<file path="src/rtl/dmem_arbiter.sv">
// Round-robin arbiter sharing one single-port data memory between two requesters,
// with lock-based bursts bounded by MAX_BURST and registered per-requester read capture.
module dmem_arbiter #(
    parameter int unsigned DATA_W    = 16,
    parameter int unsigned ADDR_W    = 16,
    parameter int unsigned MAX_BURST = 4
) (
    input  logic              clk,
    input  logic              rst_n,
    input  logic              req0,
    input  logic              req1,
    input  logic              we0,
    input  logic              we1,
    input  logic [ADDR_W-1:0] addr0,
    input  logic [ADDR_W-1:0] addr1,
    input  logic [DATA_W-1:0] wdata0,
    input  logic [DATA_W-1:0] wdata1,
    input  logic              lock0,
    input  logic              lock1,
    output logic              gnt0,
    output logic              gnt1,
    output logic              rvalid0,
    output logic              rvalid1,
    output logic [DATA_W-1:0] rdata0,
    output logic [DATA_W-1:0] rdata1,
    output logic [ADDR_W-1:0] mem_addr,
    output logic [DATA_W-1:0] mem_write_data,
    output logic              mem_write_en,
    output logic              mem_read_en,
    input  logic [DATA_W-1:0] mem_read_data
);

    localparam int unsigned CNT_W = (MAX_BURST > 1) ? $clog2(MAX_BURST) : 1;
    localparam logic [CNT_W-1:0] CNT_MAX = CNT_W'(MAX_BURST - 1);

    typedef enum logic [1:0] {
        IDLE = 2'd0,
        OWN0 = 2'd1,
        OWN1 = 2'd2
    } state_e;

    state_e             state_q, state_d;
    logic               last_owner_q, last_owner_d;
    logic [CNT_W-1:0]   burst_cnt_q, burst_cnt_d;
    logic               rvalid0_q, rvalid0_d;
    logic               rvalid1_q, rvalid1_d;
    logic [DATA_W-1:0]  rdata0_q, rdata0_d;
    logic [DATA_W-1:0]  rdata1_q, rdata1_d;
    logic               acc0_c, acc1_c;

    assign gnt0    = (state_q == OWN0);
    assign gnt1    = (state_q == OWN1);
    assign rvalid0 = rvalid0_q;
    assign rvalid1 = rvalid1_q;
    assign rdata0  = rdata0_q;
    assign rdata1  = rdata1_q;

    // An access completes whenever the current owner is still requesting.
    assign acc0_c = (state_q == OWN0) && req0;
    assign acc1_c = (state_q == OWN1) && req1;

    // Memory pin mux, decoded straight from the state register so reset idles the bus at once.
    always_comb begin
        mem_addr       = '0;
        mem_write_data = '0;
        mem_write_en   = 1'b0;
        mem_read_en    = 1'b0;
        case (state_q)
            OWN0: begin
                mem_addr       = addr0;
                mem_write_data = wdata0;
                mem_write_en   = req0 && we0;
                mem_read_en    = req0 && !we0;
            end
            OWN1: begin
                mem_addr       = addr1;
                mem_write_data = wdata1;
                mem_write_en   = req1 && we1;
                mem_read_en    = req1 && !we1;
            end
            default: ;
        endcase
    end

    // Next-state, round-robin bookkeeping, burst counting and read capture.
    always_comb begin
        state_d      = state_q;
        last_owner_d = last_owner_q;
        burst_cnt_d  = burst_cnt_q;
        rvalid0_d    = acc0_c && !we0;
        rvalid1_d    = acc1_c && !we1;
        rdata0_d     = rdata0_q;
        rdata1_d     = rdata1_q;

        case (state_q)
            IDLE: begin
                if (req0 && req1) begin
                    state_d = last_owner_q ? OWN0 : OWN1;
                end else if (req0) begin
                    state_d = OWN0;
                end else if (req1) begin
                    state_d = OWN1;
                end
            end
            OWN0: begin
                if (req0 && lock0 && (!req1 || (burst_cnt_q < CNT_MAX))) begin
                    state_d = OWN0;
                end else if (req1) begin
                    state_d = OWN1;
                end else if (req0) begin
                    state_d = OWN0;
                end else begin
                    state_d = IDLE;
                end
            end
            OWN1: begin
                if (req1 && lock1 && (!req0 || (burst_cnt_q < CNT_MAX))) begin
                    state_d = OWN1;
                end else if (req0) begin
                    state_d = OWN0;
                end else if (req1) begin
                    state_d = OWN1;
                end else begin
                    state_d = IDLE;
                end
            end
            default: state_d = IDLE;
        endcase

        if (acc0_c) begin
            last_owner_d = 1'b0;
        end else if (acc1_c) begin
            last_owner_d = 1'b1;
        end

        // Tenure length saturates; any owner change or return to IDLE restarts it.
        if ((state_d != state_q) || (state_d == IDLE)) begin
            burst_cnt_d = '0;
        end else if ((acc0_c || acc1_c) && (burst_cnt_q < CNT_MAX)) begin
            burst_cnt_d = burst_cnt_q + CNT_W'(1);
        end

        if (rvalid0_d) begin
            rdata0_d = mem_read_data;
        end
        if (rvalid1_d) begin
            rdata1_d = mem_read_data;
        end
    end

    // State and capture registers.
    always_ff @(posedge clk or negedge rst_n) begin
        if (!rst_n) begin
            state_q      <= IDLE;
            last_owner_q <= 1'b1;
            burst_cnt_q  <= '0;
            rvalid0_q    <= 1'b0;
            rvalid1_q    <= 1'b0;
            rdata0_q     <= '0;
            rdata1_q     <= '0;
        end else begin
            state_q      <= state_d;
            last_owner_q <= last_owner_d;
            burst_cnt_q  <= burst_cnt_d;
            rvalid0_q    <= rvalid0_d;
            rvalid1_q    <= rvalid1_d;
            rdata0_q     <= rdata0_d;
            rdata1_q     <= rdata1_d;
        end
    end

endmodule

</file>
<file path="config.mk">
export PLATFORM = sky130hd
export DESIGN_NAME = dmem_arbiter
export DESIGN_NICKNAME = d
export VERILOG_FILES = /design/src/rtl/dmem_arbiter.sv
export SDC_FILE = /design/constraint.sdc
export NUM_CORES = 1
export LEC_CHECK = 0
export BUFFER_PORTS_ARGS = -buffer_cell sky130_fd_sc_hd__buf_2
export CORE_ASPECT_RATIO = 1.75
export CORE_MARGIN = 4
export CORE_UTILIZATION = 45
export CTS_BUF_LIST = sky130_fd_sc_hd__clkbuf_8
export CTS_CLUSTER_DIAMETER = 120
export DETAILED_ROUTE_END_ITERATION = 12
export PLACE_DENSITY = 0.88
export SLEW_MARGIN = 0
export SYNTH_ARGS = -nofsm -noshare
export SYNTH_HDL_FRONTEND = slang
export SYNTH_SLANG_ARGS = --single-unit
</file>
<file path="constraint.sdc">
create_clock -name clk -period 3.6 [get_ports clk]
set_input_delay 0.54 -clock clk [delete_from_list [all_inputs] [get_ports clk]]
set_output_delay 0.54 -clock clk [all_outputs]
set_load 0.05 [all_outputs]
</file>
==> impl_metrics.ini <==
[detailed_routing]
drc = 0
wl_met1_um = 2640
dr_wl_met2_um = 3230
vias = 2417
wl_met3_um = 889
wl_per_cell_um = 14.7
drt_iter0_markers = 132
drt_first_pass_iters = 4
vias_per_cell = 5.21
highest_layer = met4
drt-total-wl_um = 6820
antenna_left = 0

[synth]
ys_async_sr_fraction = 1.00
ys_seq_elements = 39
yosys_warnings = 0
syn-mean-instance-area_um2 = 8.32
synthDistinctLibCells = 32
ys.flop_type = dfrtp_1
synthCells = 262
netlist_area_um2 = 2180
synthesis.nets = 355
ys_seq_area_frac = 0.448
synth_edf_count = 0

[die]
core_um2 = 4710
die_w_um = 60.6
dieArea_um2 = 6070
io_pins = 158
die_h_um = 100
initial_core_util = 0.463
rows = 33

[worst_setup_path]
r2r_start = state_q[0]$_DFF_PN0_
critPathTopFamily = adder cells
slowest_stage = ha_1
worstPathBufferInverterCount = 2
arrival_ps = 2170
slowest_delay_ps = 770
r2r-end = burst_cnt_q[1]$_DFFE_PN0P_
start_kind = register
worstPathRequired_ps = 3060
r2r_cells = 8
crit_path_cell_trace = inv_1 -> ha_1 -> a21boi_0 -> buf_2
rrSetupSlack_ps = 1320
crit_path_max_fanout = 34
cp-end-kind = primary output
path_class = register to primary output

[status]
status = completed

[clock_network]
clk_pin_slew_ps = 70
clk_latency_ps = 280
clockBufferDepth = 2
post_cts_resized = 0
numCtsBuffers = 5
post_cts_buffers = 0
numClockSinks = 39
postCtsHoldBufs = 0
htreeDepth = 2
tritoncts = yes
cts-root-buf = clkbuf_8

[power_and_ir_drop]
p_sw_w = 0.00198
combPwrFrac = 0.697
clock_power_share = 0.081
seqPwrFrac = 0.223
switching_share = 0.595
peakVddDrop_uv = 730
leakage_nw = 1.75
p_per_area_nw_per_um2 = 1090
intPower_w = 0.00134

[timing]
period_minus_slack_ps = 2710
hold_viol = 0
period_share = 0.754
setup_viol = 0
rsz0062_at_grt = no
drv_slew = 0
slew_headroom = 0.445
fin_skew_ps = 6.71
clock.fmax_ghz = 0.368
final.setup.tns_ps = 0
tightest_slew_ps = 833

[finish]
fin_nets = 504
final_common_cell = buf_2
syn_to_final_growth_pct = 40.0
final_cell_mix = buf_2, nand2_1, dfrtp_1, a22oi_1, nor2b_1
design_area_um2 = 3050
drive_above_1_share = 0.417
insertedDiodeCount = 0
fillers = 412

[placed_design]
place.port_buffers = 157
gp_congestion = 0.870
dp_hpwl_um = 5330
placed_area_um2 = 2970

[grt]
antenna_found_initial = 0
grt.total_usage = 0.219
grt_max_degree = 40
grt_pass1_vias = 2292
gr-total-overflow = 0
grt_pass1_wl_um = 10200

[worst_hold_path]
min_path_type = primary input to asynchronous set/reset pin

[run]
max_cap_viol_count = 0
## sequential cells by signal (all words and copies together) (netlist names)
name          cells
rvalid0           1
rdata0           16
rdata1           16
state_q           2
last_owner_q      1
rvalid1           1
burst_cnt_q       2
## layout make-up
type	count	area [µm²]	share of cell area
inverters	4	15.0	0.00492
clock buffers	5	68.8	0.0225
well taps	52	65.1	0.0213
clock inverters	3	12.5	0.00410
flip-flops and latches	39	977	0.320
repair buffers	160	808	0.265
multi-input cells	201	1110	0.363
## synthesized netlist by cell type (3+ instances only)
| library cell | n | share of area |
|---|---|---|
| nor2b_1 | 32 | 0.092 |
| a22oi_1 | 32 | 0.11 |
| dfrtp_1 | 38 | 0.44 |
| clkbuf_1 | 8 | 0.014 |
| nand3_1 | 3 | 0.0069 |
| a21oi_1 | 4 | 0.0092 |
| nand2_1 | 100 | 0.17 |
| buf_2 | 5 | 0.011 |
| buf_1 | 3 | 0.0052 |
| a21boi_0 | 3 | 0.010 |
| ha_1 | 5 | 0.029 |
## power by group through the flow
stage	registers, W	logic (W)	clock network [W]
finish	0.000739	0.00231	0.000267
global route	0.000764	0.00245	0.000294
CTS	0.000740	0.00233	0.000275
detailed placement	0.000742	0.00232	0
global placement	0.000739	0.00229	0
floorplan	0.00132	0.00123	0
## kinds of logic after synthesis
logic type	synth area share
fa+ha+maj	0.0287
xor+xnor	0.00803
simple gates	0.302
flops	0.448
compound gates	0.164
mux	0.00516
buf+inv	0.0442
## worst reg2reg max path: stages (launching register included)
cell and delay [ps]:
dfrtp_1 460, inv_1 110, ha_1 230, buf_4 260, o21ai_0 230, a21oi_1 60
a311oi_1 560, nand4_1 170, o41ai_1 110
## worst max-delay path by stage
stage,depth (start not counted),to,startpoint
after global placement,4,mem_read_en,state_q[0]$_DFF_PN0_
after floorplan,7,mem_read_en,state_q[0]$_DFF_PN0_
final,4,mem_read_en,state_q[0]$_DFF_PN0_
after CTS,4,mem_read_en,state_q[0]$_DFF_PN0_
after detailed placement,4,mem_read_en,state_q[0]$_DFF_PN0_
after global routing,4,mem_read_en,state_q[0]$_DFF_PN0_
## metrics by stage
| step | cells | utilization | hold WS [ps] | power, W | setup slack (ps) |
|---|---|---|---|---|---|
| after floorplan | 262 | - | 244 | 0.00255 | 228 |
| after global placement | 456 | 0.632 | 453 | 0.00303 | 1230 |
| after detailed placement | 456 | 0.632 | 456 | 0.00306 | 1190 |
| after CTS | 464 | 0.649 | 380 | 0.00334 | 871 |
| after global routing | 464 | 0.649 | 403 | 0.00351 | 722 |
| final | 464 | 0.649 | 358 | 0.00332 | 886 |
## layer usage
layer / GRT usage / vias up
li1: - / 1166
met2: 0.364 / 143
met3: 0.0631 / 6
met4: 0.0551 / 0
met1: 0.275 / 1102
met5: 0 / -
(Power assumes the default switching activity.)
